<file path="config.mk">
export PLATFORM = sky130hd
export DESIGN_NAME = hqm_system_flr_prep_ctl
export DESIGN_NICKNAME = d
export VERILOG_FILES = /design/src/rtl/hqm_system_flr_pkg.sv /design/src/rtl/hqm_system_flr_outstanding_cnt.sv /design/src/rtl/hqm_system_flr_prep_ctl.sv
export SDC_FILE = /design/constraint.sdc
export NUM_CORES = 1
export LEC_CHECK = 0
export BUFFER_PORTS_ARGS = -buffer_cell sky130_fd_sc_hd__buf_2
export CORE_UTILIZATION = 53
export DETAILED_ROUTE_END_ITERATION = 10
export PLACE_DENSITY_LB_ADDON = 0.2
export SLEW_MARGIN = 40
export SYNTH_ARGS = -nofsm -noshare
export SYNTH_HDL_FRONTEND = slang
export SYNTH_HIERARCHICAL = 1
export SYNTH_SLANG_ARGS = --single-unit
</file>
<file path="constraint.sdc">
create_clock -name hqm_gated_clk -period 3 [get_ports hqm_gated_clk]
set_clock_uncertainty 0.2 [all_clocks]
set_input_delay 0.6 -clock hqm_gated_clk [delete_from_list [all_inputs] [get_ports hqm_gated_clk]]
set_output_delay 0.6 -clock hqm_gated_clk [all_outputs]
set_load 0.02 [all_outputs]
</file>
<file path="src/rtl/hqm_system_flr_pkg.sv">
// Shared definitions for the FLR prep controller.
//   flr_state_e  : sequencing states of the prep FSM
//   ERR_*        : bit positions inside err_status
//   cnt_w()      : width of an outstanding counter able to hold 0..depth
package hqm_system_flr_pkg;

  typedef enum logic [2:0] {
    ST_IDLE     = 3'd0,
    ST_DRAIN    = 3'd1,
    ST_ISOLATE  = 3'd2,
    ST_DONE     = 3'd3,
    ST_WAIT_REL = 3'd4
  } flr_state_e;

  localparam int ERR_W       = 3;
  localparam int ERR_TIMEOUT = 0;
  localparam int ERR_OVF     = 1;
  localparam int ERR_UNF     = 2;

  // One extra bit so the counter can represent a completely full FIFO.
  function automatic int cnt_w(input int depth);
    return $clog2(depth) + 1;
  endfunction

endpackage

</file>
<file path="src/rtl/hqm_system_flr_outstanding_cnt.sv">
// Outstanding-entry counter for one posted FIFO.
//   clk_i, rst_i  : clock, async active-high reset
//   push_i        : qualified (already isolation-masked) push
//   pop_i         : pop
//   count_o       : registered outstanding count, 0..DEPTH
//   overflow_o    : push-only while full this cycle (count held)
//   underflow_o   : pop-only while empty this cycle (count held)
module hqm_system_flr_outstanding_cnt
  import hqm_system_flr_pkg::*;
#(
  parameter int DEPTH = 32
) (
  input  logic                      clk_i,
  input  logic                      rst_i,
  input  logic                      push_i,
  input  logic                      pop_i,
  output logic [cnt_w(DEPTH)-1:0]   count_o,
  output logic                      overflow_o,
  output logic                      underflow_o
);

  localparam int W = cnt_w(DEPTH);
  localparam logic [W-1:0] FULL = W'(DEPTH);

  logic [W-1:0] cnt_q, cnt_d;

  // Push and pop together cancel, so neither error can fire then.
  always_comb begin
    cnt_d       = cnt_q;
    overflow_o  = 1'b0;
    underflow_o = 1'b0;
    if (push_i && !pop_i) begin
      if (cnt_q == FULL) overflow_o = 1'b1;
      else               cnt_d = cnt_q + 1'b1;
    end else if (pop_i && !push_i) begin
      if (cnt_q == '0) underflow_o = 1'b1;
      else             cnt_d = cnt_q - 1'b1;
    end
  end

  always_ff @(posedge clk_i or posedge rst_i) begin
    if (rst_i) cnt_q <= '0;
    else       cnt_q <= cnt_d;
  end

  assign count_o = cnt_q;

endmodule

</file>
<file path="src/rtl/hqm_system_flr_prep_ctl.sv">
// FLR prep controller: stalls ingress, waits for the posted FIFOs to drain
// (or a timeout), holds isolation for a programmable time, pulses flr_done
// and keeps isolation until the request is released.
//   hqm_gated_clk / hqm_gated_rst : clock, async active-high reset
//   flr_req                       : level request for FLR prep
//   cfg_quiesce_timeout           : drain timeout in cycles, 0 = none
//   cfg_hold_cycles               : isolation hold before flr_done (n+1 cycles)
//   p{hdr,data}_fifo_push/pop     : raw FIFO push / pop
//   err_clr                       : clear sticky errors
//   ingress_stall, flr_prep, flr_done : registered control outputs
//   hdr_cnt, data_cnt             : outstanding counts
//   err_status                    : sticky {underflow, overflow, timeout}
module hqm_system_flr_prep_ctl
  import hqm_system_flr_pkg::*;
#(
  parameter int HDR_DEPTH  = 32,
  parameter int DATA_DEPTH = 64
) (
  input  logic                           hqm_gated_clk,
  input  logic                           hqm_gated_rst,
  input  logic                           flr_req,
  input  logic [15:0]                    cfg_quiesce_timeout,
  input  logic [7:0]                     cfg_hold_cycles,
  input  logic                           phdr_fifo_push,
  input  logic                           pdata_fifo_push,
  input  logic                           phdr_fifo_pop,
  input  logic                           pdata_fifo_pop,
  input  logic                           err_clr,
  output logic                           ingress_stall,
  output logic                           flr_prep,
  output logic                           flr_done,
  output logic [cnt_w(HDR_DEPTH)-1:0]    hdr_cnt,
  output logic [cnt_w(DATA_DEPTH)-1:0]   data_cnt,
  output logic [ERR_W-1:0]               err_status
);

  flr_state_e       state_q, state_d;
  logic [15:0]      timer_q, timer_d, timer_plus;
  logic [15:0]      tmo_q, tmo_d;
  logic [7:0]       hold_q, hold_d, hcnt_q, hcnt_d;
  logic             tmo_err;
  logic             drained;
  logic             stall_d, prep_d, done_d;
  logic [ERR_W-1:0] err_set, err_d;
  logic             hdr_ovf, hdr_unf, data_ovf, data_unf;

  // flr_prep is the flop driving the external isolation cells; using it to
  // mask pushes keeps the counters consistent with what the FIFOs see.
  hqm_system_flr_outstanding_cnt #(.DEPTH(HDR_DEPTH)) u_hdr_cnt (
    .clk_i       (hqm_gated_clk),
    .rst_i       (hqm_gated_rst),
    .push_i      (phdr_fifo_push & ~flr_prep),
    .pop_i       (phdr_fifo_pop),
    .count_o     (hdr_cnt),
    .overflow_o  (hdr_ovf),
    .underflow_o (hdr_unf)
  );

  hqm_system_flr_outstanding_cnt #(.DEPTH(DATA_DEPTH)) u_data_cnt (
    .clk_i       (hqm_gated_clk),
    .rst_i       (hqm_gated_rst),
    .push_i      (pdata_fifo_push & ~flr_prep),
    .pop_i       (pdata_fifo_pop),
    .count_o     (data_cnt),
    .overflow_o  (data_ovf),
    .underflow_o (data_unf)
  );

  assign drained    = (hdr_cnt == '0) && (data_cnt == '0);
  assign timer_plus = timer_q + 16'd1;

  always_comb begin
    state_d = state_q;
    timer_d = timer_q;
    tmo_d   = tmo_q;
    hold_d  = hold_q;
    hcnt_d  = hcnt_q;
    tmo_err = 1'b0;
    unique case (state_q)
      ST_IDLE: begin
        if (flr_req) begin
          state_d = ST_DRAIN;
          tmo_d   = cfg_quiesce_timeout;
          hold_d  = cfg_hold_cycles;
          timer_d = '0;
        end
      end
      ST_DRAIN: begin
        timer_d = timer_plus;
        // Abort beats both exits; a drained FIFO pair beats the timeout.
        if (!flr_req) begin
          state_d = ST_IDLE;
          timer_d = '0;
        end else if (drained) begin
          state_d = ST_ISOLATE;
          hcnt_d  = '0;
        end else if ((tmo_q != '0) && (timer_plus == tmo_q)) begin
          state_d = ST_ISOLATE;
          hcnt_d  = '0;
          tmo_err = 1'b1;
        end
      end
      ST_ISOLATE: begin
        if (hcnt_q == hold_q) state_d = ST_DONE;
        else                  hcnt_d  = hcnt_q + 8'd1;
      end
      ST_DONE:     state_d = ST_WAIT_REL;
      ST_WAIT_REL: if (!flr_req) state_d = ST_IDLE;
      default:     state_d = ST_IDLE;
    endcase
  end

  // Outputs are flops loaded from the next-state decode, so they line up
  // with state_q without any combinational path to the pins.
  assign stall_d = (state_d != ST_IDLE);
  assign prep_d  = (state_d == ST_ISOLATE) || (state_d == ST_DONE) ||
                   (state_d == ST_WAIT_REL);
  assign done_d  = (state_d == ST_DONE);

  always_comb begin
    err_set              = '0;
    err_set[ERR_TIMEOUT] = tmo_err;
    err_set[ERR_OVF]     = hdr_ovf | data_ovf;
    err_set[ERR_UNF]     = hdr_unf | data_unf;
  end

  // A new error event in the clear cycle survives the clear.
  assign err_d = (err_clr ? '0 : err_status) | err_set;

  always_ff @(posedge hqm_gated_clk or posedge hqm_gated_rst) begin
    if (hqm_gated_rst) begin
      state_q       <= ST_IDLE;
      timer_q       <= '0;
      tmo_q         <= '0;
      hold_q        <= '0;
      hcnt_q        <= '0;
      ingress_stall <= 1'b0;
      flr_prep      <= 1'b0;
      flr_done      <= 1'b0;
      err_status    <= '0;
    end else begin
      state_q       <= state_d;
      timer_q       <= timer_d;
      tmo_q         <= tmo_d;
      hold_q        <= hold_d;
      hcnt_q        <= hcnt_d;
      ingress_stall <= stall_d;
      flr_prep      <= prep_d;
      flr_done      <= done_d;
      err_status    <= err_d;
    end
  end

endmodule

</file>
==> impl_results.md <==
- Synth-to-Final Area Change: 16.6%
- Synth Instances: 429
- Pin count of the biggest net entering global routing: 32
- Max Transition Viols Final: 0
- # setup viols final: 0
- Die height: 91.6 um
- Ys async rst share: 100%
- Slew @ Worst Pin: 0.555 ns
- Vias per Instance: about 5.7
- Hold crit path type: in -> reg
- RSZ-0062 raised after global routing: false
- Standby leakage power: 2.20 nW
- Met1 WL: between 4000 and 5000 um
- Worst IR Drop VDD: between 300 and 400 uV
- Max cap viols: 0
- First-pass GRT wire length: approximately 16,000 um
- Post-synth EDFFs: 0
- Nature of the critical path endpoint: register
- Core Rows: 32
- Critical Path AT: 2.90 ns
- DIE AREA: 8390 sq um
- Final HPWL DP: 6820 um
- Highest metal used: met4
- Avg Cell Area, Syn: slightly below 10 sq um
- Yosys top cell by area: dfrtp_1
- GPL Wtd Cong: 0.896
- Clock net sink count: 70
- # port buffers: 50
- Final period utilization: 96.0%
- Max FO, Critical Path: 6
- DRC violations left: 0
- Fin Setup TNS: 0 ns
- Drt first pass iters: 4
- Clock-pin slew on the worst setup and hold paths: around 0.08 ns
- CTS Buf Count: 9
- Power Total: 3.56 mW
- Starting Density: 55.1%
- Root Driver: clkbuf_8
- Synth top area cells: dfrtp_1 41%, mux2_2 6.3%, xnor2_1 5.8%, ha_1 4.7%, o21ai_0 3.9%
- Routed wl met3: between 400 and 500 um
- Routed wire length: 9240 um
- CP startpoint kind: register
- CORE AREA: between 7000 and 8000 sq um
- CP required: 3.02 ns
- Cell variety after synth: 65
- Slew headroom: between 60% and 70%
- Ant diodes: 0
- Fin nets: 549
- Overflow after GRT: 0
- Synth Register Bits: 70
- Top_reg_cell synth: dfrtp_1
- Synth top cells by count: 70 x dfrtp_1, 36 x nor2_1, 33 x nand2_1, 33 x o21ai_0, 28 x xnor2_1
- Iter 0 DRT Violations: 210
- P per Cell Area: about 720 nW/um^2
- F_max: 0.347 GHz
- Vias in the first global route: 3,345
- Routed wl met2: around 4300 um
- Global Route Usage Sum: 23.8%
- Sequential area share after synthesis: 41.2%
- CTS tree: done
- H-tree depth: 3
- Syn Nets: 479
- I/O Pins: about 50
- Via total after detailed routing: 3,478
- Run status: complete, no violations
- Number of hold violations in the final report: 0
- Most frequent cell after synthesis: dfrtp_1
- CP Class: reg -> reg
- Clk buf depth: 2
- Ratio of cells with drive above 1 in the final layout: around 27%
- Die Span X: 91.6 um
- ANT nets after route: 0
- DR WL/cell: 15.2 um
- Final min period: ~2.9 ns
- Post-Syn Area: around 4300 sq um
- Initial antenna violation count: 0
- Top cell type's share of synthesized area: 41.2%
- Yosys warns: 6
- Clock Latency Late Sink: 0.35 ns
- Fill cells: around 650
cells by family after synthesis:
kind of cell | after synthesis | synth area share [%]
AND/OR/NAND/NOR | 143 | 18.2
AO/OA/AOI/OAI | 95 | 15.3
flip-flops | 70 | 41.2
XOR/XNOR | 42 | 8.64
buffers and inverters | 31 | 2.94
multiplexers | 30 | 8.11
adder cells (fa/ha/maj) | 18 | 5.64
critical path, cell delays in order (launching register included):
cell and delay (ns):
dfrtp_1 0.45, nand4_2 0.19, nor4_4 0.40, o311ai_2 0.16, a2111o_1 0.44, or4_4 0.54
a211oi_4 0.25, o211ai_2 0.10
path summary, 6_finish.rpt:
kind                                          from                 endpoint  slack (ns)  cells after the start
max                         timer_q[6]$_DFFE_PP0P_  ingress_stall$_DFF_PP0_        0.12                      7
min                         cfg_quiesce_timeout[0]     tmo_q[0]$_DFFE_PP0P_        0.28                      2
max reg2reg                 timer_q[6]$_DFFE_PP0P_  ingress_stall$_DFF_PP0_        0.12                      7
min reg2reg                timer_q[15]$_DFFE_PP0P_  timer_q[15]$_DFFE_PP0P_        0.30                      1
max in group asynchronous            hqm_gated_rst  timer_q[13]$_DFFE_PP0P_        1.56                      4
min in group asynchronous            hqm_gated_rst  err_status[2]$_DFF_PP0_        0.49                      3
final cells by class:
cell class | instances | area (sq um) | share of cell area [%]
timing repair buffer | 76 | 448 | 9.02
clock inverter | 4 | 47.5 | 0.958
clock buffer | 12 | 135 | 2.72
tap | 102 | 128 | 2.57
sequential | 70 | 1750 | 35.3
multi-input combinational | 328 | 2400 | 48.4
inverter | 14 | 52.6 | 1.06
per-stage QoR:
step / cell area, sq um / util (%) / setup slack, ns / hold slack [ns] / instances
floorplan: 4260 / - / 0.0438 / 0.191 / 429
global placement: 4740 / 61.4 / 0.174 / 0.273 / 588
detailed placement: 4740 / 61.4 / 0.103 / 0.277 / 588
CTS: 4940 / 63.9 / 0.0890 / 0.264 / 605
global route: 4960 / 64.2 / 0.0225 / 0.269 / 606
finish: 4960 / 64.2 / 0.120 / 0.278 / 606
registers in the layout (all words and copies together), names as in the netlist:
signal              flops
err_status              3
flr_done                1
flr_prep                1
hcnt_q                  8
hold_q                  8
ingress_stall           1
state_q                 3
timer_q                16
tmo_q                  16
u_data_cnt/count_o      7
u_hdr_cnt/count_o       6
routing by layer:
layer / track usage (%) / vias up
li1: - / 1690
met1: 33.3 / 1666
met2: 37.2 / 109
met3: 3.98 / 13
met4: 8.99 / 0
met5: 0 / -
where the power goes:
part	internal (mW)	total, mW	switching [mW]
registers	1.16	1.46	0.297
clock network	0.382	0.726	0.343
logic	0.685	1.37	0.690
total	2.23	3.56	1.33
repair_timing:
item / CTS / global route
hold buffers: 1 / 0
endpoints found under the setup margin: 0 / 10
buffers inserted: 0 / 1
hold endpoints to repair: 7 / 0
resized for setup: 0 / 3
placed cells by master, fill, tap and decap left out, drive strengths merged, types with 2 or more instances in the layout:
cell type / count
buf: 75
dfrtp: 70
nor2: 37
o21ai: 37
nand2: 33
xnor2: 28
mux2: 27
ha: 16
xor2: 14
inv: 14
clkbuf: 12
nand3: 11
nor4: 11
a21o: 11
a21oi: 11
nand4: 10
nor3: 8
nor2b: 7
o31ai: 6
a211oi: 6
a31oi: 5
nor4b: 4
or4: 4
and4: 3
mux2i: 3
and3: 3
and3b: 2
or3: 2
o21a: 2
nand3b: 2
or2: 2
a22o: 2
clkinv: 2
fa: 2
o311ai: 2
and2: 2
o21bai: 2
Power figures use the tool's default switching activity.
